File: src/rtl/div_bcd_out.sv
// div_bcd_out
//   Result stage behind the sequential divider. It captures the quotient and
//   remainder on the divider's done pulse and converts both values to packed
//   BCD with a serial shift-add-3 (double-dabble) engine that takes one bit
//   per cycle. The result is then offered through a valid/ready handshake.
//   The divider cannot be stalled. A done pulse that arrives while a result
//   is being converted or is waiting to be taken is dropped, and the sticky
//   ovf flag records the drop.
//
// Parameters
//   W    binary width of quo/rmd (must match the divider)
//   DIG  BCD digits per value, 10**DIG > 2**W - 1
//
// Ports
//   clk        clock
//   rst        asynchronous, active-high reset
//   done       one-cycle result strobe from the divider
//   quo, rmd   binary quotient / remainder, valid with done
//   out_ready  consumer accepts the presented result
//   clr_ovf    synchronous clear of ovf (a drop in the same cycle wins)
//   out_valid  BCD result valid (registered)
//   quo_bcd    packed BCD quotient, digit 0 in bits [3:0]
//   rmd_bcd    packed BCD remainder
//   busy       converting or holding a result
//   ovf        sticky: a done pulse was dropped
//
// Build option
//   DIV_BCD_BLANK_EN  when defined, the presented result shows leading zero
//                     digits above digit 0 as 4'hF. When undefined, raw BCD
//                     is presented and no blanking logic is built.
//
// States
//   state   | meaning
//   IDLE    | waiting for done
//   CONV    | shifting one bit per cycle through the add-3 engine
//   HOLD    | result presented, waiting for out_ready

module div_bcd_out #(
  parameter int W   = 4,
  parameter int DIG = 2
) (
  input  logic             clk,
  input  logic             rst,
  input  logic             done,
  input  logic [W-1:0]     quo,
  input  logic [W-1:0]     rmd,
  input  logic             out_ready,
  input  logic             clr_ovf,
  output logic             out_valid,
  output logic [4*DIG-1:0] quo_bcd,
  output logic [4*DIG-1:0] rmd_bcd,
  output logic             busy,
  output logic             ovf
);

  localparam int CW = $clog2(W + 1);
  localparam logic [CW-1:0] CNT_LOAD = CW'(W);
  localparam logic [CW-1:0] CNT_LAST = CW'(1);

  localparam logic [1:0] ST_IDLE = 2'd0;
  localparam logic [1:0] ST_CONV = 2'd1;
  localparam logic [1:0] ST_HOLD = 2'd2;

  logic [1:0]       state;
  logic [W-1:0]     quo_sr;
  logic [W-1:0]     rmd_sr;
  logic [4*DIG-1:0] quo_acc;
  logic [4*DIG-1:0] rmd_acc;
  logic [CW-1:0]    cnt;

  logic [4*DIG-1:0] quo_acc_nx;
  logic [4*DIG-1:0] rmd_acc_nx;
  logic [4*DIG-1:0] quo_fmt;
  logic [4*DIG-1:0] rmd_fmt;
  logic             xfer;
  logic             capture;
  logic             drop;

  // One double-dabble step: digits >= 5 get +3 independently (no carry
  // between digits, a digit never exceeds 12), then the accumulator shifts
  // left with the next binary bit entering digit 0 bit 0. The top bit
  // shifted out is always zero because 10**DIG covers the input range.
  function automatic logic [4*DIG-1:0] dd_step(input logic [4*DIG-1:0] acc,
                                                input logic             bit_in);
    logic [4*DIG-1:0] adj;
    adj = acc;
    for (int i = 0; i < DIG; i++) begin
      if (acc[4*i +: 4] >= 4'd5) begin
        adj[4*i +: 4] = acc[4*i +: 4] + 4'd3;
      end
    end
    return (adj << 1) | {{(4*DIG-1){1'b0}}, bit_in};
  endfunction

`ifdef DIV_BCD_BLANK_EN
  // Replace leading zero digits with 4'hF, scanning from the top digit down
  // to the first non-zero one. Digit 0 is always shown.
  function automatic logic [4*DIG-1:0] blank_lead(input logic [4*DIG-1:0] val);
    logic [4*DIG-1:0] res;
    logic             lead;
    res  = val;
    lead = 1'b1;
    for (int i = DIG - 1; i > 0; i--) begin
      if (lead && (val[4*i +: 4] == 4'd0)) begin
        res[4*i +: 4] = 4'hF;
      end else begin
        lead = 1'b0;
      end
    end
    return res;
  endfunction
`endif

  always_comb begin
    quo_acc_nx = dd_step(quo_acc, quo_sr[W-1]);
    rmd_acc_nx = dd_step(rmd_acc, rmd_sr[W-1]);
  end

`ifdef DIV_BCD_BLANK_EN
  always_comb begin
    quo_fmt = blank_lead(quo_acc_nx);
    rmd_fmt = blank_lead(rmd_acc_nx);
  end
`else
  always_comb begin
    quo_fmt = quo_acc_nx;
    rmd_fmt = rmd_acc_nx;
  end
`endif

  // out_valid is high exactly in HOLD, so a transfer is just HOLD with ready.
  assign xfer    = out_valid && out_ready;
  assign capture = done && ((state == ST_IDLE) || ((state == ST_HOLD) && xfer));
  assign drop    = done && ((state == ST_CONV) || ((state == ST_HOLD) && !xfer));

  always_ff @(posedge clk or posedge rst) begin
    if (rst) begin
      state     <= ST_IDLE;
      quo_sr    <= '0;
      rmd_sr    <= '0;
      quo_acc   <= '0;
      rmd_acc   <= '0;
      cnt       <= '0;
      out_valid <= 1'b0;
      busy      <= 1'b0;
      quo_bcd   <= '0;
      rmd_bcd   <= '0;
    end else begin
      if (capture) begin
        quo_sr  <= quo;
        rmd_sr  <= rmd;
        quo_acc <= '0;
        rmd_acc <= '0;
        cnt     <= CNT_LOAD;
      end

      case (state)
        ST_IDLE: begin
          if (capture) begin
            state <= ST_CONV;
            busy  <= 1'b1;
          end
        end

        ST_CONV: begin
          quo_acc <= quo_acc_nx;
          rmd_acc <= rmd_acc_nx;
          quo_sr  <= quo_sr << 1;
          rmd_sr  <= rmd_sr << 1;
          cnt     <= cnt - CNT_LAST;
          if (cnt == CNT_LAST) begin
            // Final step: the presented value is taken straight from the
            // step result so out_valid and the data rise together.
            state     <= ST_HOLD;
            out_valid <= 1'b1;
            quo_bcd   <= quo_fmt;
            rmd_bcd   <= rmd_fmt;
          end
        end

        ST_HOLD: begin
          if (xfer) begin
            out_valid <= 1'b0;
            if (capture) begin
              // Back-to-back: the new operands were loaded above and busy
              // stays high; the old BCD value remains on the outputs.
              state <= ST_CONV;
            end else begin
              state <= ST_IDLE;
              busy  <= 1'b0;
            end
          end
        end

        default: begin
          state     <= ST_IDLE;
          out_valid <= 1'b0;
          busy      <= 1'b0;
        end
      endcase
    end
  end

  always_ff @(posedge clk or posedge rst) begin
    if (rst) begin
      ovf <= 1'b0;
    end else if (drop) begin
      ovf <= 1'b1;
    end else if (clr_ovf) begin
      ovf <= 1'b0;
    end
  end

endmodule

File: config.mk
export PLATFORM = sky130hd
export DESIGN_NAME = div_bcd_out
export DESIGN_NICKNAME = d
export VERILOG_FILES = /design/src/rtl/div_bcd_out.sv
export SDC_FILE = /design/constraint.sdc
export NUM_CORES = 1
export LEC_CHECK = 0
export ABC_AREA = 1
export CORE_MARGIN = 3
export CORE_UTILIZATION = 50
export DETAILED_ROUTE_END_ITERATION = 6
export HOLD_SLACK_MARGIN = 0.15
export PLACE_DENSITY = 0.85
export SLEW_MARGIN = 10
export SYNTH_ARGS = -nofsm -noshare
export SYNTH_HDL_FRONTEND = slang
export SYNTH_SLANG_ARGS = --single-unit
File: constraint.sdc
create_clock -name clk -period 1.64 [get_ports clk]
set_clock_uncertainty 0.15 [all_clocks]
set_input_delay 0.328 -clock clk [delete_from_list [all_inputs] [get_ports clk]]
set_output_delay 0.328 -clock clk [all_outputs]
set_load 0.02 [all_outputs]
# After elaboration in Yosys (flattened, before gate mapping)
# Index checks and enable logic that the tools add are counted.
[word_totals]
register_bits = 48
in_bits = 13
output_inout_bits = 19
elab_cells = 73
[op_classes]
addsub = 5
order_cmp = 4
eq_ne = 7
n_mux = 27
bitwise_logic = 4
n_reduce_logical = 15
[ops]
columns = ["op", "count"]
rows = [
  ["$mux 4", 6],
  ["$mux 8", 3],
  ["$ge 4x3->1 const B", 4],
  ["$or 8x1->8", 2],
  ["$mux 3", 4],
  ["$add 4x2->4 const B", 2],
  ["$mux 1", 8],
  ["$add 3x2->3 const B", 2],
  ["$mux 2", 3],
  ["$ne 2x2->1 const B", 3],
  ["$pmux 1 s3", 2],
  ["$pmux 2 s3", 1],
  ["$reduce_and 3->1", 2],
  ["$logic_and 1x1->1", 5],
  ["$reduce_and 4->1", 1],
  ["$reduce_bool 2->1", 2],
  ["$eq 3x1->1 const B", 1],
  ["$sub 3x1->3 const B", 1],
  ["$eq 2x1->1 const B", 1],
  ["$eq 2x2->1 const B", 1],
  ["$logic_not 2->1", 1],
  ["$logic_or 1x1->1", 2],
  ["$ne 2x1->1 const B", 1],
  ["$not 1->1", 2],
  ["other kinds (2)", 2],
]

# Longest topological paths before layout
# Gate-level depths: netlist of run 1.
[depth]
word_depth = 7
mapped_depth = 8

# Worst setup path before layout of run 1
# OpenSTA, ideal clock, no wires.
[synth_path]
kind = "register to register"
startpoint = "register rmd_acc[0]"
endpoint = "register rmd_bcd[1]"
setup_ns = 0.065
arrival_ns = 1.251
path_slack_ns = 0.175
stages_incl_launch_ff = 9
n_path_buf = 0
period_less_slack_ns = 1.465
cell_sequence = "dfrtp_1 > inv_1 > ha_1 > inv_1 > o21ai_0 > nand2_1 > nand2_1 > nand3_1 > nand2_1"
[synth_between]
elab_chain_len = 3
elab_cells_between_ends = 4
classes_between = "1 x add/sub; 1 x order compare; 1 x mux; 1 x bitwise"
[synth_lines]
columns = ["element", "line_no", "rtl"]
rows = [
  ["from (decl)", "68", "logic [4*DIG-1:0] rmd_acc;"],
  ["from (signal assigned)", "167", "rmd_acc <= rmd_acc_nx;"],
  ["$add 4x2->4 or $ge 4x3->1 (tied branches)", "89, 88", ""],
  ["$mux 4 (*)", "88", "if (acc[4*i +: 4] >= 4'd5) begin"],
  ["$or 8x1->8 (*)", "92", "return (adj << 1) | {{(4*DIG-1){1'b0}}, bit_in};"],
  ["to (signal assigned)", "177", "rmd_bcd <= rmd_fmt;"],
  ["to (decl)", "51", "output logic [4*DIG-1:0] rmd_bcd,"],
]
# Mark *: on every way between the ends. The rest lies on a longest branch, timed or not.
# A chain may end at the register's enable or synchronous reset.

# Final worst setup path of run 1
[layout_path]
startpoint = "register quo_acc[1]"
endpoint = "register quo_acc[2]"
[layout_between]
elab_chain_len = 4
elab_cells_between_ends = 5
classes_between = "1 x add/sub; 1 x order compare; 2 x mux; 1 x bitwise"
[layout_lines]
columns = ["element", "line_no", "rtl"]
rows = [
  ["from (decl)", "67", "logic [4*DIG-1:0] quo_acc;"],
  ["from (signal assigned)", "166", "quo_acc <= quo_acc_nx;"],
  ["$add 4x2->4 or $ge 4x3->1 (tied branches)", "89, 88", ""],
  ["$mux 4 (*)", "88", ""],
  ["$or 8x1->8 (*)", "92", ""],
  ["$mux 8 (*)", "157", "case (state)"],
]
# Marks and branches as above.

==> results of run 1 <==
layout make-up:
cell class / count / area share (%)
Timing Repair Buffer: 39 / 12.06
Inverter: 40 / 5.212
Sequential cell: 48 / 40.35
Multi-Input combinational cell: 188 / 36.53
Clock buffer: 8 / 3.026
Tap cell: 67 / 2.816
sequential cells by signal, summed over array words and instances, names as in the netlist:
name,count
busy,1
rmd_bcd,8
quo_sr,4
ovf,1
quo_bcd,8
cnt,3
rmd_acc,8
out_valid,1
quo_acc,8
rmd_sr,4
state,2
logic make-up (layout without fill, tap and decap cells):
kind of cell	count (synthesis)	count (layout)	synth area share [%]
buf+inv	50	87	10.24
compound gates	42	42	13.54
simple gates	136	136	24.03
flops	48	48	47.27
fa+ha+maj	10	10	4.924
power breakdown:
part,switching [mW],internal (mW)
Combinational,2.26,1.30
Sequential,0.309,1.73
Clock,0.386,0.345
Yosys cell counts (all sizes together):
library cell  number  area (um^2)
ha                10        125.1
nor3               1        16.27
nand3             37        190.2
buf               10        107.6
o22ai              9        112.6
nand4              4        25.02
inv               40        152.6
dfrtp             48         1201
a21oi              1        5.000
o21ai             31        219.0
nand2             89        357.8
nor2               4        15.01
o21bai             1        7.510
or2                1        6.260
worst max-delay path, cell delays in order (launching register included):
cell,delay [ns]
dfrtp_1,0.38
inv_1,0.13
ha_1,0.20
inv_1,0.07
o21ai_2,0.14
nand2_1,0.13
nand2_1,0.11
nand3_1,0.09
nand2_1,0.08
cell usage in the layout (no fill, tap or decap), drive strengths merged:
master         Yosys  layout
clkdlybuf4s50      0      12
nand4              4       4
dlygate4sd2        0      19
a21oi              1       1
nor2               4       4
or2                1       1
inv               40      40
dfrtp             48      48
ha                10      10
o21bai             1       1
buf               10       8
nor3               1       1
clkbuf             0       8
o22ai              9       9
o21ai             31      31
nand3             37      37
nand2             89      89
metrics by stage:
step / hold slack [ns] / instances
after global routing: 0.2581 / 390
after floorplan: 0.2744 / 286
after global placement: 0.3057 / 382
final: 0.2149 / 390
after CTS: 0.2364 / 390
after detailed placement: 0.3149 / 382
final timing paths:
| path | endpoint | slack (ns) | cells past startpoint |
|---|---|---|---|
| max in group asynchronous | out_valid$_DFFE_PP0P_ | 0.88 | 3 |
| max reg2reg | quo_acc[2]$_DFFE_PP0P_ | 0.11 | 8 |
| max | quo_acc[2]$_DFFE_PP0P_ | 0.11 | 8 |
| min | state[0]$_DFFE_PP0P_ | 0.21 | 3 |
| min reg2reg | quo_bcd[6]$_DFFE_PP0P_ | 0.33 | 2 |
| min in group clk | quo_bcd[6]$_DFFE_PP0P_ | 0.33 | 2 |
per-layer routing:
metal  track usage [%]  vias up  part of all wire (%)
li1                  -      990                     -
met5                 0        -                     0
met3             4.460        7                   3.4
met2             31.78       36                    50
met4             6.228        0                   1.1
met1             22.35      973                    45
repair_timing:
| action | in CTS | in global routing |
|---|---|---|
| gates resized for setup | 21 | 4 |
| hold buffers | 0 | 0 |
| setup endpoints to repair | 23 | 11 |
| endpoints found under the hold margin | 0 | 0 |
==> flow_summary.toml, run 1 <==
[outcome]
run_status = "completed"

[floorplanning]
dieArea_um2 = 5974
die_h_um = 77.29
die_width_um = 77.29
core_area_um2 = 4817
initial_core_util_pct = 52.75
rows = 25
ios = 32

[place]
place_congestion = 0.7780
dpl.hpwl_um = 3444
pre_cts_ws_ns = -0.05711
io_buffers = 31
place_area_um2 = 2900

[cells_and_area]
multi_input_area_um2 = 1087
regArea_um2 = 1201
final.fill_count = 441
diodes = 0
final_area_um2 = 2977
areaGrowthSynthToFinish_pct = 17.13
final_nets = 345
utilization_pct = 61.79
drive_gt1_share_pct = 15.48

[worst_setup_path]
crit_type = "flip-flop to flip-flop"
r2r_start = "quo_acc[1]$_DFFE_PP0P_"
worstSetupStartpointType = "flip-flop"
crit_required_ns = 1.73
crit_start = "quo_acc[1]$_DFFE_PP0P_"
crit_arrival_ns = 1.62
cp-end-kind = "flip-flop"
crit_fanout = 4

[cts]
clkLatencyLatePin_ns = 0.30
cts.sinks = 48
cts_setup_buffers = 0
clkSlewWorstSetupHoldPaths_ns = 0.09
cts_made_buffers = 5
htreeDepth = 2
clk_path_buf_depth = 2
ctsRootBufferMaster = "clkbuf_8"
cts_tree = "yes"

[pwr]
leakage_nw = 1.544
vdd_ir_drop_max_mv = 0.8429
finalPower_mw = 6.330
power_density_nw_per_um2 = 2127

[drt]
dr.pass1.iters = 4
ant_nets = 0
drt_iter0_markers = 152
num_vias = 2006
drc = 0
viasPerCell = 5.144
wl_per_cell_um = 12.75
wirelength_um = 4974

[flow_run]
max_cap_violations = 0

[sta]
hold_viol_final = 0
fin_crit_ns = 1.528
fmax_mhz = 654.4
final.period_utilization_pct = 93.17
rsz0062_at_grt = "false"
fin_setup_tns_ns = 0
setup_violations = 0
slew_headroom_pct = 72.28
layout_setup_ws_ns = 0.1119
drv_slew = 0
worstMarginPinSlew_ns = 0.4114

[grt]
grt_overflow = 0
grt_max_degree = 49
grt_usage_pct = 18.39
grt_pass1_vias = 1911
grt_pass1_wl_um = 8811
antenna_found_initial = 0

[synthesis]
ys_seq_area_share_pct = 47.27
syn_inst = 286
synth_area_per_cell_um2 = 8.885
syn_nets = 309
synth_cell_types = 24
synth-seq-cells = 48
netlist_area_um2 = 2541
yosysWarnings = 0

[worst_hold_path]
hold_class = "input pin to async pin"
(Power assumes the default switching activity.)
==> run 2: changes to the inputs <==
--- a/config.mk
+++ b/config.mk
@@ -7,10 +7,11 @@
 export LEC_CHECK = 0
 export ABC_AREA = 1
 export CORE_MARGIN = 3
-export CORE_UTILIZATION = 50
+export CORE_UTILIZATION = 55
+export CTS_CLUSTER_DIAMETER = 50
 export DETAILED_ROUTE_END_ITERATION = 6
 export HOLD_SLACK_MARGIN = 0.15
-export PLACE_DENSITY = 0.85
+export PLACE_DENSITY = 0.88
 export SLEW_MARGIN = 10
 export SYNTH_ARGS = -nofsm -noshare
 export SYNTH_HDL_FRONTEND = slang
==> constraint.sdc (replaced) <==
create_clock -name clk -period 1.5 [get_ports clk]
set_clock_uncertainty 0.15 [all_clocks]
set_input_delay 0.3 -clock clk [delete_from_list [all_inputs] [get_ports clk]]
set_output_delay 0.3 -clock clk [all_outputs]
set_load 0.02 [all_outputs]
==> run 2 against run 1 <==
Effect of this change: the run now ends with negative setup slack left; hold slack improved by 0.12 ns; clock-buffer cell count fell by 3; final cell count rose by 2.1%; utilization rose by 15 points; sequential power rose by 13%; non-clock buffer count rose by 24; register-to-register slack got worse by 0.12 ns; critical path depth fell by 1; critical endpoint is now quo_bcd[4]$_DFFE_PP0P_.
==> flow_summary.toml, run 2 (synthesis results as in run 1) <==
[grt]
grt_max_degree = 31
grt_pass1_vias = 2089
grt_overflow = 0
grt_pass1_wl_um = 9680
antenna_found_initial = 0
grt_usage_pct = 22.87

[pwr]
leakage_nw = 1.710
netSwitchingPower_mw = 3.875
power_frac_seq_pct = 27.3
pwr-share-clk_pct = 13.0
switching_share_pct = 46.07
comb_power_share_pct = 59.6
power_density_nw_per_um2 = 2497
vdd_ir_drop_max_mv = 1.311
p_int_mw = 4.536

[place]
io_buffers = 31
dpl.cell_count = 376
dpl.hpwl_um = 3803
place_congestion = 0.8879
place_area_um2 = 2953

[cells_and_area]
finalNonFillerCells = 398
utilization_pct = 76.30
drive_gt1_share_pct = 31.50
final_area_um2 = 3368
multi_input_area_um2 = 1252
areaGrowthSynthToFinish_pct = 32.55
layout_common_cells = "77 x nand2_1, 47 x dfrtp_1, 27 x inv_1"
regArea_um2 = 1202
layout_commonest_cell = "nand2_1"
diodes = 0
final_nets = 369
final.fill_count = 266

[floorplanning]
ios = 32
die_h_um = 73.98
initial_core_util_pct = 57.57
die_width_um = 73.98
dieArea_um2 = 5472
core_area_um2 = 4414
rows = 24

[cts]
cts_made_buffers = 5
ctsRootBufferMaster = "clkbuf_8"
cts_tree = "yes"
clk_path_buf_depth = 2
htreeDepth = 2
clkSlewWorstSetupHoldPaths_ns = 0.09
clkLatencyLatePin_ns = 0.30
cts.sinks = 48

[worst_setup_path]
cp-end-kind = "flip-flop"
worstSetupStartpointType = "flip-flop"
crit_arrival_ns = 1.56
crit_type = "flip-flop to flip-flop"
crit_required_ns = 1.55
crit_fanout = 4

[outcome]
run_status = "finished with violations"
violations = "negative setup slack"

[sta]
worstMarginPinSlew_ns = 0.3012
fmax_mhz = 662.3
rsz0062_at_grt = "true"
layout_setup_ws_ns = -0.009955
fin_crit_ns = 1.510
fin_hold_ws_ns = 0.3378
setup_violations = 4
slew_headroom_pct = 79.92
final.period_utilization_pct = 100.7
hold_viol_final = 0
drv_slew = 0

[drt]
wirelength_um = 6472
viasPerCell = 5.568
num_vias = 2216
drc = 0
dr.pass1.iters = 4
drt_iter0_markers = 203
wl_per_cell_um = 16.26
ant_nets = 0

[flow_run]
max_cap_violations = 0

[worst_hold_path]
hold_class = "flip-flop to flip-flop"
## run 2: cell types whose count changed in the layout (fill, tap and decap cells not counted), sizes merged
cell	previous run	this run
clkdlybuf4s15	0	1
bufinv	0	2
clkbuf	8	5
dlygate4sd2	19	18
clkinvlp	0	1
dlygate4sd3	0	1
inv	40	39
buf	8	31
## run 2: routing by layer
layer | vias up | global-route usage, % | wire, um
li1 | 1044 | - | -
met1 | 1081 | 28.16 | 2688
met2 | 74 | 39.86 | 3384
met3 | 17 | 5.000 | 261
met4 | 0 | 7.646 | 138
met5 | - | 0 | 0
## run 2: layout make-up
cell class / instances / share of cell area [%]
Timing Repair Buffer: 63 / 16.49
Sequential cell: 48 / 35.70
Inverter: 40 / 4.866
Multi-Input combinational cell: 188 / 37.18
Clock inverter: 2 / 1.783
Clock buffer: 5 / 2.043
Tap cell: 52 / 1.932
## run 2: stage by stage
step	total power [mW]	setup slack [ns]	TNS, ns
floorplan	5.395	0.03456	0
global placement	6.264	-0.1407	-3.579
detailed placement	6.494	-0.2158	-5.668
CTS	7.549	0.002288	0
global route	8.997	-0.07643	-0.8506
finish	8.411	-0.009955	-0.01973
## run 2: critical path: stages, from the launching register on
cell and delay [ns]:
dfrtp_1 0.41, inv_2 0.14, ha_4 0.16, inv_2 0.05
o21ai_4 0.19, nand2_4 0.11, nand3_1 0.13, nand2_1 0.06
## run 2: power by group through the flow
stage / Combinational, mW / Sequential, mW / Clock, mW
global placement: 4.04 / 2.23 / 0
global route: 5.49 / 2.36 / 1.15
floorplan: 2.93 / 2.47 / 0
finish: 5.02 / 2.30 / 1.10
CTS: 4.22 / 2.24 / 1.09
detailed placement: 4.24 / 2.26 / 0
## run 2: final timing paths
path	cells past startpoint	slack [ns]	end	startpoint
worst min register to register	2	0.34	quo_bcd[2]$_DFFE_PP0P_	quo_bcd[2]$_DFFE_PP0P_
min in group asynchronous	3	0.70	quo_bcd[5]$_DFFE_PP0P_	rst
worst max-delay path	7	-0.01	quo_bcd[4]$_DFFE_PP0P_	quo_acc[1]$_DFFE_PP0P_
worst min-delay path	2	0.34	quo_bcd[2]$_DFFE_PP0P_	quo_bcd[2]$_DFFE_PP0P_
worst max register to register	7	-0.01	quo_bcd[4]$_DFFE_PP0P_	quo_acc[1]$_DFFE_PP0P_
max in group asynchronous	4	0.08	quo_sr[3]$_DFFE_PP0P_	rst
## run 2: what timing repair did
| action | CTS | global route |
|---|---|---|
| pin swaps | 2 | 13 |
| endpoints found under the hold margin | 3 | 0 |
| resized for setup | 27 | 50 |
| hold buffers | 1 | 0 |
| cloned | 0 | 1 |
| setup buffers | 2 | 11 |
| setup endpoints to repair | 39 | 33 |
==> run 3: changes to the inputs <==
--- a/config.mk
+++ b/config.mk
@@ -9,6 +9,7 @@
 export CORE_MARGIN = 3
 export CORE_UTILIZATION = 55
 export CTS_CLUSTER_DIAMETER = 50
+export CTS_CLUSTER_SIZE = 12
 export DETAILED_ROUTE_END_ITERATION = 6
 export HOLD_SLACK_MARGIN = 0.15
 export PLACE_DENSITY = 0.88
==> results of run 3 <==
No change in the layout: final DEF, timing and power equal those of run 2.
